===== config.mk =====
export PLATFORM = sky130hd
export DESIGN_NAME = hazard_ctrl
export DESIGN_NICKNAME = d
export VERILOG_FILES = /design/src/rtl/hazard_ctrl.sv
export SDC_FILE = /design/constraint.sdc
export NUM_CORES = 1
export LEC_CHECK = 0
export ABC_AREA = 1
export CAP_MARGIN = 30
export CORE_MARGIN = 2
export CORE_UTILIZATION = 29
export DETAILED_ROUTE_END_ITERATION = 12
export SYNTH_ARGS = -nofsm -noshare
export SYNTH_HDL_FRONTEND = slang
export SYNTH_SLANG_ARGS = --single-unit

===== constraint.sdc =====
create_clock -name clk -period 3.8 [get_ports clk]
set_clock_uncertainty 0.05 [all_clocks]
set_input_delay 0.76 -clock clk [delete_from_list [all_inputs] [get_ports clk]]
set_output_delay 0.76 -clock clk [all_outputs]
set_load 0.01 [all_outputs]

===== src/rtl/hazard_ctrl.sv =====
// Hazard and sequencing controller for the 5-stage pipeline: forwarding selects,
// load-use / branch / memory-wait stall and flush control, timeout FSM and perf counters.
//
// state  | meaning
// -------+----------------------------------------------------------
// RUN    | normal issue; memory not stalling the pipe
// WAIT   | data memory access outstanding, counting down to timeout
// ERROR  | memory timed out; whole pipe frozen until rst
module hazard_ctrl #(
  parameter int ADDR_WIDTH = 5,
  parameter int TIMEOUT    = 16,
  parameter int CNT_WIDTH  = 32
) (
  input  logic                  clk,
  input  logic                  rst,
  input  logic [ADDR_WIDTH-1:0] Rs1D,
  input  logic [ADDR_WIDTH-1:0] Rs2D,
  input  logic [ADDR_WIDTH-1:0] Rs1E,
  input  logic [ADDR_WIDTH-1:0] Rs2E,
  input  logic [ADDR_WIDTH-1:0] RdE,
  input  logic [ADDR_WIDTH-1:0] RdM,
  input  logic [ADDR_WIDTH-1:0] RdW,
  input  logic                  RegWriteM,
  input  logic                  RegWriteW,
  input  logic                  ResultSrcE0,
  input  logic                  PCSrcE,
  input  logic                  MemReqM,
  input  logic                  MemReadyM,
  output logic                  StallF,
  output logic                  StallD,
  output logic                  StallE,
  output logic                  StallM,
  output logic                  FlushD,
  output logic                  FlushE,
  output logic                  FlushW,
  output logic [1:0]            ForwardAE,
  output logic [1:0]            ForwardBE,
  output logic                  mem_timeout,
  output logic [CNT_WIDTH-1:0]  stall_cycles,
  output logic [CNT_WIDTH-1:0]  flush_events
);

  localparam int WW = (TIMEOUT > 2) ? $clog2(TIMEOUT) : 1;
  // Remaining not-ready cycles allowed once WAIT is entered (wait count already 1).
  localparam logic [WW-1:0] WAIT_LOAD = WW'(TIMEOUT - 2);

  typedef enum logic [1:0] {
    S_RUN   = 2'd0,
    S_WAIT  = 2'd1,
    S_ERROR = 2'd2
  } state_t;

  state_t               r_state;
  state_t               w_state_nxt;
  logic [WW-1:0]        r_wait_left;
  logic [WW-1:0]        w_wait_left_nxt;
  logic                 r_mem_timeout;
  logic                 w_timeout_set;
  logic [CNT_WIDTH-1:0] r_stall_cycles;
  logic [CNT_WIDTH-1:0] r_flush_events;

  logic                 w_mem_stall;
  logic                 w_lw_stall;
  logic                 w_flush_evt;

  function automatic logic [1:0] fwd_sel(input logic [ADDR_WIDTH-1:0] rs);
    if (RegWriteM && (RdM != '0) && (RdM == rs))
      return 2'b10;
    else if (RegWriteW && (RdW != '0) && (RdW == rs))
      return 2'b01;
    else
      return 2'b00;
  endfunction

  assign w_mem_stall = (MemReqM & ~MemReadyM) | (r_state == S_ERROR);
  assign w_lw_stall  = ResultSrcE0 && (RdE != '0) && ((RdE == Rs1D) || (RdE == Rs2D));
  assign w_flush_evt = PCSrcE & ~w_mem_stall;

  always_comb begin
    w_state_nxt     = r_state;
    w_wait_left_nxt = r_wait_left;
    w_timeout_set   = 1'b0;
    StallF          = 1'b0;
    StallD          = 1'b0;
    StallE          = 1'b0;
    StallM          = 1'b0;
    FlushD          = 1'b0;
    FlushE          = 1'b0;
    FlushW          = 1'b0;
    ForwardAE       = 2'b00;
    ForwardBE       = 2'b00;

    case (r_state)
      S_RUN: begin
        if (w_mem_stall) begin
          w_state_nxt     = S_WAIT;
          w_wait_left_nxt = WAIT_LOAD;
        end
      end
      S_WAIT: begin
        if (MemReadyM || !MemReqM) begin
          w_state_nxt     = S_RUN;
          w_wait_left_nxt = '0;
        end else if (r_wait_left == '0) begin
          w_state_nxt   = S_ERROR;
          w_timeout_set = 1'b1;
        end else begin
          w_wait_left_nxt = r_wait_left - WW'(1);
        end
      end
      S_ERROR: begin
        w_state_nxt = S_ERROR;
      end
      default: begin
        w_state_nxt     = S_RUN;
        w_wait_left_nxt = '0;
      end
    endcase

    if (rst) begin
      FlushD = 1'b1;
      FlushE = 1'b1;
      FlushW = 1'b1;
    end else begin
      ForwardAE = fwd_sel(Rs1E);
      ForwardBE = fwd_sel(Rs2E);
      // Frozen pipe holds its inputs, so branch and load-use resolve after the wait.
      if (w_mem_stall) begin
        StallF = 1'b1;
        StallD = 1'b1;
        StallE = 1'b1;
        StallM = 1'b1;
        FlushW = 1'b1;
      end else if (PCSrcE) begin
        FlushD = 1'b1;
        FlushE = 1'b1;
      end else if (w_lw_stall) begin
        StallF = 1'b1;
        StallD = 1'b1;
        FlushE = 1'b1;
      end
    end
  end

  always_ff @(posedge clk or posedge rst) begin
    if (rst) begin
      r_state        <= S_RUN;
      r_wait_left    <= '0;
      r_mem_timeout  <= 1'b0;
      r_stall_cycles <= '0;
      r_flush_events <= '0;
    end else begin
      r_state     <= w_state_nxt;
      r_wait_left <= w_wait_left_nxt;
      if (w_timeout_set)
        r_mem_timeout <= 1'b1;
      if (StallF)
        r_stall_cycles <= r_stall_cycles + CNT_WIDTH'(1);
      if (w_flush_evt)
        r_flush_events <= r_flush_events + CNT_WIDTH'(1);
    end
  end

  assign mem_timeout  = r_mem_timeout;
  assign stall_cycles = r_stall_cycles;
  assign flush_events = r_flush_events;

endmodule


Word-level counts from Yosys, hierarchy flattened
Cells that the tools add are included.

operators by class
  magnitude comparators = 0
  equal/unequal tests = 11
  bitwise gates (word level) = 6
  divide/modulo/power cells = 0
  multipliers = 0
  mux-type cells = 30
  shift-type cells = 0
  reduce and logical (&&, ||, !) cells = 18
  add/subtract/negate cells = 3

operators with widths
  kind                                                                 count
  32-bit by 1-bit adder with 32-bit output (second input constant)     2
  5-bit == test                                                        6
  1-bit two-way mux                                                    18
  5-bit nonzero test                                                   3
  2-bit two-way mux                                                    7
  4-bit two-way mux                                                    3
  4-bit case mux with 3 select lines                                   1
  1-bit logical AND                                                    8
  3-bit inequality test (second input constant)                        2
  2-bit case mux with 3 select lines                                   1
  4-bit logical NOT                                                    1
  4-bit by 1-bit subtractor with 4-bit output (second input constant)  1
  1-bit NOT                                                            3
  3-bit AND reduction                                                  1
  1-bit AND                                                            2
  2-bit by 1-bit == test with 1-bit output (second input constant)     1
  2-bit == test (second input constant)                                1
  2-bit logical NOT                                                    1
  1-bit logical OR                                                     2
  2-bit inequality test (second input constant)                        1
  2-bit AND reduction                                                  1
  1-bit logical NOT                                                    1
  1-bit OR                                                             1

storage, ports and cells
  memories kept = 0
  bits in latches = 0
  output and inout bits = 76
  input bits = 43
  bits in writable memories = 0
  word-level logic and storage cells = 73
  memory bits (read-only) = 0
  flip-flop bits (word level) = 71

Depth between registers and ports, before layout
  depth after elaboration = 7
  mapped depth = 12
  depth with buffers taken out = 11

Worst setup path after synthesis
No wires, ideal clock.

  path type = input-to-output
  start = in rst
  end = out ForwardBE[0]
  buffers on the path = 0
  data required time = 2990 ps
  arrival = 3084 ps
  slack = -94 ps
  stages on the path = 5
  cells stage by stage = inv_1 o21ai_0 nor3_1 nand3_1 a21oi_1

on the way
  longest elaborated chain between the ends = 1

RTL lines
  what                RTL line  source
  start: declaration  15        input logic rst,
  2-bit two-way mux   120       if (rst) begin
  end: declaration    37        output logic [1:0] ForwardBE,

No other way between the ends.

Worst setup path after layout
  start = in RdM[2]
  end = out ForwardBE[0]

on the way
  longest elaborated chain between the ends = 5
  elaborated cells on any way between the ends = 6
  classes of those cells = eq/ne: 1; mux: 2; reduce/logical: 3

RTL lines
  what                 RTL line  source
  start: declaration   21        input logic [ADDR_WIDTH-1:0] RdM,
  5-bit nonzero test   67        if (RegWriteM && (RdM != '0) && (RdM == rs))
  1-bit logical AND    67
  1-bit logical AND *  67
  2-bit two-way mux *  67
  2-bit two-way mux *  120

Every way passes the cells marked *; elsewhere a longest branch is shown, timed or not.

==> reports/summary.txt <==
Number of diodes: 0
Average cell area after synthesis: 6.768 um2
Multiplexer share of the synthesized area: 0%
DR vias/cell: 4.513
Fin crit period: 3.426 ns
Worst reg-to-reg setup slack: 1.88 ns
Drt first pass iters: 4
Commonest non-fill, non-tap cell in the layout: nand2_1
Critical Path Sink Type: primary output
Worst-path maximum fanout: 4
Post-Route WL: 13,790 um
Placement Setup Slack: 0.3956 ns
Root Buffer: clkbuf_16
R2r endpoint: stall_cycles[30]
DP Area: 0.006387 mm2
Pleak: 3.048 nW
Final worst slack: 0.3739 ns
Register area: 0.001777 mm2
Syn nets: 780
Antenna Violating Nets Remaining: 0
DPL Wire Length: 10,530 um
Crit Reg-Reg Startpoint: stall_cycles[0]
Layout cells sized above 1: 6.852%
Status: finished, final reports clean
Wire length of the first global-routing pass: 23,220 um
Clock transition at path regs: 0.06 ns
DRT iter0 DRCs: 259
TritonCTS clock tree: done
Sequential area share after synthesis: 35.81%
Worst Max-Slew Pin Slew: 0.5775 ns
Synthesized flop and latch total: 71
Die X: 134.8 um
RSZ-0062 raised after global routing: no
Maximum clock path buffer count: 2
Worst setup path end: ForwardBE[0]
Worst Hold Class: reg2reg
Buffers on Ports: 118
Post-Synth Adder-Cell Area: 1.009%
Setup tns final: 0 ns
Clk_lat worst skew: 0.34 ns
Largest net degree at the start of global routing: 43
Slew headroom: 61.50%
Top-Level Pins: 119
Htree depth: 3
Area delta synth->final: 35.94%
Mapped Area: 0.004961 mm2
Gr ovfl total: 0
Crit path launch: RdM[2]
Max Transition Viols Final: 0
Maximum VDD drop: 0.0003535 V
DR vias: 4,879
Clock sinks: 71
Arrival @ worst endpoint: 2.62 ns
Syn Inst Count: 733
Post-synthesis compound-gate area fraction: 2.900%
Synth Area in XOR/XNOR: 9.357%
Die height: 134.8 um
Max-cap violations: 0
Row count: 47
Yosys warning total: 0
Fillers: 1,730
Most frequent cells in the layout: 281 x nand2_1, 118 x clkdlybuf4s50_1, 91 x nor2_1
Die area: 0.01817 mm2
Starting Density: 29.81%
Total DRC errors in the routed layout: 0
Total GRT Usage: 15.90%
Initial antenna violation count: 0
Vias in the first global route: 4,666
Routed length per instance: 12.76 um
Pwr Density: 376.3 mW/mm2
Multi-input logic area: 0.002844 mm2
Final net count: 903
Crit start category: input port
Core area: 0.01664 mm2
Post-CTS sizing: 0
Reg2reg path depth: 10
Final setup vio count: 0
Fmax achieved: 291.9 MHz
Hold Buf Count CTS: 0
Worst Path Required: 2.99 ns
Post-CTS Setup Bufs: 0
GP Congestion: 0.8740
WS Path Type: in2out
Period Utilization, post-route: 90.16%
Utilization after layout: 40.52%
Post-Synth Simple-Gate Area: 44.06%
CTS buffer count: 9
Fin. Hold Viols: 0
Largest family of logic cells by synthesized area: simple AND/OR/NAND/NOR gates
Cell area after layout: 0.006744 mm2
Post-synth cell types: 32
==> kinds of logic (layout without fill, tap and decap cells) <==
| logic type | after synthesis | count (layout) |
|---|---|---|
| fa+ha+maj | 4 | 4 |
| compound gates | 28 | 28 |
| xor+xnor | 53 | 53 |
| flops | 71 | 71 |
| buf+inv | 81 | 209 |
| simple gates | 496 | 496 |
==> how the worst min path moves through the flow <==
stage	startpoint	cells past startpoint	endpoint
after floorplan	mem_timeout	1	mem_timeout
after global placement	mem_timeout	1	mem_timeout
after detailed placement	mem_timeout	1	mem_timeout
after CTS	mem_timeout	1	mem_timeout
after global routing	mem_timeout	1	mem_timeout
final	mem_timeout	1	mem_timeout
==> cell type report <==
cell class	instances	share of cell area [%]
clock inverters	5	1.540
multi-input cells	581	42.17
inverters	69	3.933
repair buffers	124	18.18
flip-flops and latches	71	26.35
clock buffers	11	3.748
well taps	220	4.082
==> Yosys cell counts <==
library cell  number  area (um2)
nand2_1          281        1055
nand3_2            1       10.01
dfrtp_1           71        1777
nand4_2            1       12.51
xnor2_1           23       201.4
nor2_4             4       45.04
nand2_4            4       45.04
nand4_4            1       21.27
buf_2              6       30.03
nor3_2             2       20.02
buf_4              3       22.52
inv_4              1       6.260
inv_1             64       240.2
o21ai_0           19       95.09
ha_1               4       50.05
nor3_1            16       80.08
nand4_1            9       56.30
nor3b_1            1       7.510
nor2_8             1       20.02
or2_2              4       25.02
xor2_1            30       262.8
buf_6              2       22.52
o41ai_1            1       8.760
a21oi_1            5       25.02
nand3_1           55       275.3
nor2_1            91       341.6
nand3b_1          12       90.09
o21ai_1            3       15.01
nand2_2            7       43.79
inv_2              4       15.01
clkbuf_1           1       3.750
nor2_2             6       37.54
==> worst max-delay path, cell delays in order <==
cell and delay [ns]:
clkdlybuf4s50_1 0.47, or2_2 0.31, o41ai_1 0.24, inv_1 0.13, a21oi_1 0.15, clkdlybuf4s50_1 0.55
==> metrics by stage <==
stage          hold slack [ns]  power, mW  instances
2_1_floorplan           0.4622      1.247        733
3_3_place_gp            0.4111      1.539       1065
3_5_place_dp            0.4066      1.538       1065
4_1_cts                 0.4274      2.575       1081
5_1_grt                 0.4398      2.682       1081
6_report                0.4279      2.538       1081
==> power by group <==
part | internal, mW | switching (mW)
Combinational | 0.277 | 0.294
Sequential | 0.836 | 0.118
Clock | 0.677 | 0.336
Total | 1.79 | 0.747
==> per-layer routing <==
metal / share of wire, % / routed length [um] / track usage, % / vias to the layer above
li1: - / - / - / 2543
met2: 48 / 6562 / 26.48 / 98
met3: 4.0 / 552 / 3.679 / 16
met1: 47 / 6471 / 20.42 / 2222
met4: 1.5 / 205 / 5.088 / 0
met5: 0 / 0 / 0 / -
==> flip-flops by register name, summed over array words and instances (netlist names) <==
register and count:
r_wait_left 4, mem_timeout 1, r_state 2, stall_cycles 32, flush_events 32
Note: power is estimated with default switching activity, not from simulation.
